## config.mk

```make
export PLATFORM = sky130hd
export DESIGN_NAME = gate_chk_settle_cnt
export DESIGN_NICKNAME = d
export VERILOG_FILES = /design/src/rtl/gate_chk_pkg.sv /design/src/rtl/gate_chk_settle_cnt.sv
export SDC_FILE = /design/constraint.sdc
export NUM_CORES = 1
export LEC_CHECK = 0
export CAP_MARGIN = 20
export CORE_AREA = 4 4 41 43
export DETAILED_ROUTE_END_ITERATION = 8
export DIE_AREA = 0 0 45 47
export HOLD_SLACK_MARGIN = 0.1
export PLACE_DENSITY = 0.38
export SKIP_CTS_REPAIR_TIMING = 1
export SYNTH_ARGS = -nofsm -noshare
export SYNTH_HDL_FRONTEND = slang
export SYNTH_SLANG_ARGS = --single-unit
```

## constraint.sdc

```tcl
create_clock -name clk -period 4.15 [get_ports clk]
set_input_delay 0.83 -clock clk [delete_from_list [all_inputs] [get_ports clk]]
set_output_delay 0.83 -clock clk [all_outputs]
set_load 0.03 [all_outputs]
```

## src/rtl/gate_chk_pkg.sv

```systemverilog
// Shared types and helpers for the gate truth-table checker.
// Optional feature macro: GATE_CHK_STOP_ON_FAIL_EN.
package gate_chk_pkg;

    localparam int SETTLE_W = 4;

    typedef enum logic [1:0] {
        S_IDLE   = 2'd0,
        S_SETTLE = 2'd1,
        S_CHECK  = 2'd2,
        S_DONE   = 2'd3
    } state_t;

    function automatic logic expected_bit(
        input logic [15:0] mask,
        input logic [3:0]  vec
    );
        return mask[vec];
    endfunction

endpackage

```

## src/rtl/gate_chk_settle_cnt.sv

```systemverilog
// Loadable down-counter used to hold each vector for the settle time.
// Stops at zero; zero flag is combinational from the count.
module gate_chk_settle_cnt
    import gate_chk_pkg::*;
(
    input  logic                clk,
    input  logic                rst,
    input  logic                load,
    input  logic [SETTLE_W-1:0] load_val,
    output logic                zero
);

    logic [SETTLE_W-1:0] cnt;

    always_ff @(posedge clk or posedge rst) begin
        if (rst) begin
            cnt <= '0;
        end else if (load) begin
            cnt <= load_val;
        end else if (cnt != '0) begin
            cnt <= cnt - 1'b1;
        end
    end

    assign zero = (cnt == '0);

endmodule

```

# Yosys cells after proc, flatten, opt, wreduce, memory -nomap -nowiden
# Index checks and enable logic that the tools add are counted.
# classes
addsub	1
n_mux	2
bitwise_logic	0
n_reduce_logical	3
shift	0
n_eq_ne	0
order_cmp	0
div_mod_pow	0
n_mul	0
# op_table
op	count
two-way mux 4 bit	2
zero test 4 bit	1
nonzero test 4 bit	1
subtractor 4 x 1 -> 4 bit, second input constant	1
nonzero test 2 bit	1
# word_totals
latch_bits	0
in_bits	7
romBits	0
out_inout_bits	1
mem_bits_rw	0
wordCells	7
mem_count	0
reg_bits	4

# Longest topological paths before layout
# Gate-level depths: netlist (run 1).
# depth
depth_word	3
ltp_mapped	5
mapped_depth_nobuf	5

# Worst setup path after synthesis (run 1)
# Ideal clock, no wire load.
# synth_timing
path_kind	register to output
from	register cnt[0]
to	output port zero
stages_incl_launch_ff	4
slack_ns	2.266
t_arrival_ns	1.054
cell_sequence	dfrtp_1 > inv_1 > ha_1 > nor3b_4
# synth_between
elab_chain_len	1
# synth_lines
item	line_no	source
from (decl)	gate_chk_settle_cnt.sv:13	logic [SETTLE_W-1:0] cnt;
from (signal assigned)	gate_chk_settle_cnt.sv:19	cnt <= load_val;
from (signal assigned)	gate_chk_settle_cnt.sv:21	cnt <= cnt - 1'b1;
zero test 4 bit	gate_chk_settle_cnt.sv:25	assign zero = (cnt == '0);
to (decl)	gate_chk_settle_cnt.sv:10	output logic zero
# No other way between the ends.

# Worst setup path in the final report (run 1)
# Same ends and word-level chain as after synthesis.

==> results of run 1 <==
[layer usage]
| metal | GRT usage (%) | up-vias |
|---|---|---|
| met2 | 7.91 | 4 |
| met5 | 0 | - |
| li1 | - | 98 |
| met4 | 8.77 | 0 |
| met1 | 5.75 | 76 |
| met3 | 1.15 | 0 |
[synth_stat cells (all sizes together)]
library cell and number:
inv 3, a221o 1, mux2i 1, clkbuf 1, nor3 2, ha 1
o21ai 2, dfrtp 4, nor3b 2, xnor2 1, nand2 3, mux2 2
[worst min-delay path, delay by kind of cell (launching register included)]
kind                      cells  cell delay (ps)
xor gates and xnor gates      1              140
AOI/OAI and AO/OA             1               80
buffers and inverters         1               60
DFF                           1              330
[worst paths after layout]
check,from,end,slack [ps],depth (start not counted)
hold / removal,cnt[0],cnt[0],670,3
setup / recovery,cnt[0],zero,1450,4
setup reg to reg,cnt[0],cnt[1],2720,5
min in group asynchronous,rst,cnt[3],780,2
hold reg to reg,cnt[0],cnt[0],670,3
max in group asynchronous,rst,cnt[1],3220,2
[stage by stage]
step	worst slack (ps)	area, um^2	utilization, %	hold slack [ps]
2_1_floorplan	2270	236	-	596
3_3_place_gp	1710	322	24.7	691
3_5_place_dp	1680	322	24.7	665
4_1_cts	1430	344	26.4	680
5_1_grt	1330	344	26.4	760
6_report	1450	344	26.4	670
[power breakdown]
part	leakage (nW)	switching (mW)	internal, mW
logic	0.0820	0.0234	0.0303
clock network	0.0138	0.0138	0.0322
registers	0.0480	0.00756	0.0482
total	0.144	0.0447	0.111
[layout make-up]
cell class / instances / area, um^2 / area share (%)
Clock buffer: 3 / 22.5 / 6.55
Inverter: 3 / 11.3 / 3.27
Multi-Input combinational cell: 15 / 121 / 35.3
Sequential cell: 4 / 100 / 29.1
Tap cell: 15 / 18.8 / 5.45
Timing Repair Buffer: 7 / 70.1 / 20.4
[cells by family after synthesis]
kind of cell	count (synthesis)	synth area share (%)
compound gates	3	8.47
flops	4	42.3
simple gates	7	20.1
mux	3	13.8
fa+ha+maj	1	5.29
xor+xnor	1	3.70
buf+inv	4	6.35
==> results.tsv, run 1 <==
stage	metric	value	unit
timing	Worst Max-Slew Pin Slew	301	ps
global_route	largest net degree at the start of global routing	9	
yosys	area share of the largest cell type after synthesis	42.3	%
timing	RSZ-0062 raised after global routing	false	
timing	final slew viol count	0	
timing	Slew Limit Headroom	79.9	%
finish	Layout Cells excl Fill	47	
route	Met2 Wirelength	218	um
finish	Area growth syn-to-layout	45.5	%
clock_tree	Root Driver	clkbuf_4	
route	drt pass-1 iters	2	
finish	Post-layout nets	42	
placement	GP Congestion	0.628	
placement	Post-Place Cells	44	
run_status	run status	complete, no violations	
global_route	vias in the first global route	194	
worst_setup_path	CP cell instances	inv_1, ha_1, nor3b_4, clkdlybuf4s50_1	
hold_path	worst hold path type	reg -> reg	
yosys	Synth Instances	23	
floorplanning	site row count	13	
route	WL met1	189	um
route	Via Count	178	
yosys	Avg Cell Area, Syn	10.3	um^2
route	per-cell routed wire length	9.19	um
placement	Port Buffer Count	7	
yosys	post-synthesis sequential area ratio	42.3	%
power	Static Leak	0.144	nW
clock_tree	clock latency on the worst-skew pair	230	ps
route	1st-iter DRT viols	3	
timing	fmax	371	MHz
worst_setup_path	Worst path slowest cell	clkdlybuf4s50_1	
route	top sig layer	met3	
global_route	grt ovf	0	
flow_run	max cap viols	0	
worst_setup_path	Crit. End Element	output port	
power	Peak VDD IR	145	uV
route	DR DRC count	0	
timing	setup skew after layout	1.99	ps
worst_setup_path	CP Class	reg -> out	
floorplanning	Top-Level Pins	8	
power	total power	0.155	mW
yosys	Yosys warning total	0	
finish	Inserted Diodes	0	
placement	HPWL after DPL	364	um
finish	commonest non-fill, non-tap cell in the layout	clkdlybuf4s50_1	
worst_setup_path	Crit path required time	3320	ps
clock_tree	Num CTS Buffers	3	
timing	final setup violation count	0	
worst_setup_path	family with the most delay on the worst path	buffers and inverters	
route	Met3 Routed Length	23	um
floorplanning	DIE WIDTH	45	um
clock_tree	Clock transition at path regs	30	ps
timing	Fin Setup TNS	0	ps
power	pwr/cell area	452	nW/um^2
route	vias per inst	3.79	
route	Final ANT Viol Nets	0	
yosys	post-synthesis cell area	236	um^2
timing	Final Critical Period	2700	ps
finish	biggest regs	cnt: 4 flops	
global_route	initial antenna violation count	0	
floorplanning	full die area	2120	um^2
floorplanning	Chip Height	47	um
global_route	gr usage total	5.63	%
finish	most frequent cells in the layout	7 x clkdlybuf4s50_1, 4 x dfrtp_1, 3 x nand2_1, 3 x inv_1, 3 x clkbuf_4	
finish	Largest register FFs	4	
yosys	Seq cells post-synth	4	
yosys	Synth cell types	13	
timing	Final Hold Violating Endpoints	0	
clock_tree	CTS tree	built	
worst_setup_path	max incr delay on CP	710	ps
finish	share of cells above drive strength 1	18.8	%
floorplanning	core area	1300	um^2
route	final WL	432	um
clock_tree	Clock Tree Buf Depth	2	
timing	Tcrit/Tclk final	65.0	%
clock_tree	Sink Count	4	
yosys	Net Count, Synth	31	
finish	Top reg by flops	cnt	
worst_setup_path	Critical Path AT	1870	ps
global_route	first-pass GRT wire length	779	um
clock_tree	H-tree lvl count	1	
yosys	Synth area leader	dfrtp_1	
yosys	Area contributors post-synth	dfrtp_1 42%, mux2_2 9.5%, nor3b_4 7.9%, ha_1 5.3%, inv_1 4.8%	
worst_setup_path	crit path max fanout	4	
worst_setup_path	Setup crit start kind	register	
worst_setup_path	Bufs and invs on worst path	2	
finish	Fill cells	156	
floorplanning	initial core utilization	18.2	%
Power figures use the tool's default switching activity.
==> inputs of run 2 (changes only) <==
==> constraint.sdc (replaced) <==
create_clock -name clk -period 2.5 [get_ports clk]
set_input_delay 0.5 -clock clk [delete_from_list [all_inputs] [get_ports clk]]
set_output_delay 0.5 -clock clk [all_outputs]
set_load 0.03 [all_outputs]
==> run 2 against run 1 <==
Routed wire length fell by 2.3%; register-to-register slack worse by 1600 ps; critical path depth stayed put; sequential share of layout area unchanged; sequential cell count stayed put; final area is the same; global-route usage is 0.87 points lower; critical endpoint unchanged.
==> results.tsv, run 2 (synthesized netlist as in run 1, its figures left out) <==
stage	metric	value	unit
route	Final ANT Viol Nets	0	
route	DR DRC count	0	
floorplanning	DIE WIDTH	45	um
clock_tree	Sink Count	4	
worst_setup_path	reg-to-reg slack, setup	1090	ps
timing	Worst Max-Slew Pin Slew	299	ps
global_route	grt ovf	0	
timing	final slew viol count	0	
timing	Fin Setup TNS	0	ps
finish	share of cells above drive strength 1	18.8	%
global_route	first-pass GRT wire length	676	um
timing	Final Hold Violating Endpoints	0	
finish	Largest register FFs	4	
timing	fmax	424	MHz
clock_tree	clock latency on the worst-skew pair	230	ps
worst_setup_path	worst-case reg-to-reg path depth	5	
timing	Final Critical Period	2360	ps
finish	Post-layout nets	42	
power	Seq pwr share	36.1	%
power	P_sw	0.0760	mW
finish	Fill cells	160	
route	per-cell routed wire length	8.98	um
route	vias per inst	3.96	
flow_run	max cap viols	0	
floorplanning	Top-Level Pins	8	
route	1st-iter DRT viols	0	
power	Peak VDD IR	259	uV
floorplanning	initial core utilization	18.2	%
worst_setup_path	CP cell instances	inv_1, ha_1, nor3b_4, clkdlybuf4s50_1	
worst_setup_path	RR Startpoint	cnt[0]	
global_route	vias in the first global route	177	
route	final WL	422	um
power	combinational power share	33.8	%
worst_setup_path	Crit path required time	2000	ps
floorplanning	core area	1300	um^2
route	Via Count	186	
finish	utilization after layout	26.4	%
finish	most frequent cells in the layout	7 x clkdlybuf4s50_1, 4 x dfrtp_1, 3 x nand2_1, 3 x inv_1, 3 x clkbuf_4	
floorplanning	full die area	2120	um^2
power	Static Leak	0.144	nW
power	pwr/cell area	755	nW/um^2
finish	Inserted Diodes	0	
finish	Top reg by flops	cnt	
global_route	gr usage total	4.76	%
timing	final setup violation count	0	
global_route	largest net degree at the start of global routing	9	
power	Net Sw Frac	29.3	%
floorplanning	site row count	13	
route	drt pass-1 iters	1	
clock_tree	H-tree lvl count	1	
run_status	run status	complete, no violations	
clock_tree	Clock transition at path regs	40	ps
placement	HPWL after DPL	369	um
clock_tree	Root Driver	clkbuf_4	
placement	Port Buffer Count	7	
finish	biggest regs	cnt: 4 flops	
clock_tree	Clock Tree Buf Depth	2	
timing	RSZ-0062 raised after global routing	false	
worst_setup_path	Critical Path AT	1860	ps
clock_tree	CTS tree	built	
timing	Slew Limit Headroom	80.0	%
finish	commonest non-fill, non-tap cell in the layout	clkdlybuf4s50_1	
power	clock power share	30.1	%
timing	Tcrit/Tclk final	94.4	%
hold_path	worst hold path type	in -> async	
power	Internal Dissipation	0.184	mW
timing	setup skew after layout	0.182	ps
placement	GP Congestion	0.631	
finish	Area growth syn-to-layout	45.5	%
worst_setup_path	CP Class	reg -> out	
worst_setup_path	Setup crit start kind	register	
worst_setup_path	max incr delay on CP	710	ps
worst_setup_path	Worst path slowest cell	clkdlybuf4s50_1	
floorplanning	Chip Height	47	um
clock_tree	Num CTS Buffers	3	
worst_setup_path	Crit. End Element	output port	
global_route	initial antenna violation count	0	
worst_setup_path	worst reg2reg path endpoint	cnt[1]	
worst_setup_path	crit path max fanout	4	
-- run 2: cell counts in the layout (fill, tap and decap cells not counted) --
No cell type changed its count.
-- run 2: through the flow --
stage	hold slack, ps	instance area [um^2]	total power [mW]	instances	setup slack [ps]
6_report	451	344	0.260	47	140
5_1_grt	451	344	0.281	47	25.7
4_1_cts	448	344	0.267	47	111
3_5_place_dp	664	322	0.184	44	366
3_3_place_gp	661	322	0.183	44	393
2_1_floorplan	266	236	0.157	23	934
-- run 2: worst max path at each step --
stage | startpoint | slack, ps | depth (start not counted) | to
after global routing | cnt[0] | 30 | 4 | zero
after detailed placement | cnt[0] | 370 | 4 | zero
after CTS | cnt[0] | 110 | 4 | zero
after floorplan | cnt[0] | 930 | 5 | cnt[1]
final | cnt[0] | 140 | 4 | zero
after global placement | cnt[0] | 390 | 4 | zero
-- run 2: metal layers --
| metal | global-route usage [%] | part of all wire [%] |
|---|---|---|
| met1 | 4.60 | 44 |
| met2 | 6.78 | 45 |
| met3 | 1.53 | 6.9 |
| met4 | 7.02 | 3.3 |
| met5 | 0 | 0 |
-- run 2: critical path, delay by kind of cell, from the launching register on --
family | cells | cell delay, ps
fa+ha+maj | 1 | 200
buf+inv | 2 | 800
simple gates | 1 | 260
flops | 1 | 370
-- run 2: power by group through the flow --
stage / combinational [mW] / clock, mW / sequential, mW
final: 0.0878 / 0.0782 / 0.0938
after global routing: 0.0961 / 0.0904 / 0.0945
after CTS: 0.0897 / 0.0836 / 0.0936
after detailed placement: 0.0893 / 0 / 0.0945
after global placement: 0.0894 / 0 / 0.0940
after floorplan: 0.0659 / 0 / 0.0914
-- run 2: final cells by class --
type,count,area (um^2),area share [%]
multi-input cells,15,121,35.3
flip-flops and latches,4,100,29.1
repair buffers,7,70.1,20.4
clock buffers,3,22.5,6.55
well taps,15,18.8,5.45
inverters,3,11.3,3.27
==> inputs of run 3 (changes only) <==
--- a/config.mk
+++ b/config.mk
@@ -7,6 +7,7 @@
 export LEC_CHECK = 0
 export CAP_MARGIN = 20
 export CORE_AREA = 4 4 41 43
+export CTS_CLUSTER_SIZE = 30
 export DETAILED_ROUTE_END_ITERATION = 8
 export DIE_AREA = 0 0 45 47
 export HOLD_SLACK_MARGIN = 0.1
==> results of run 3 <==
No change in the layout: final DEF, timing and power equal those of run 2.
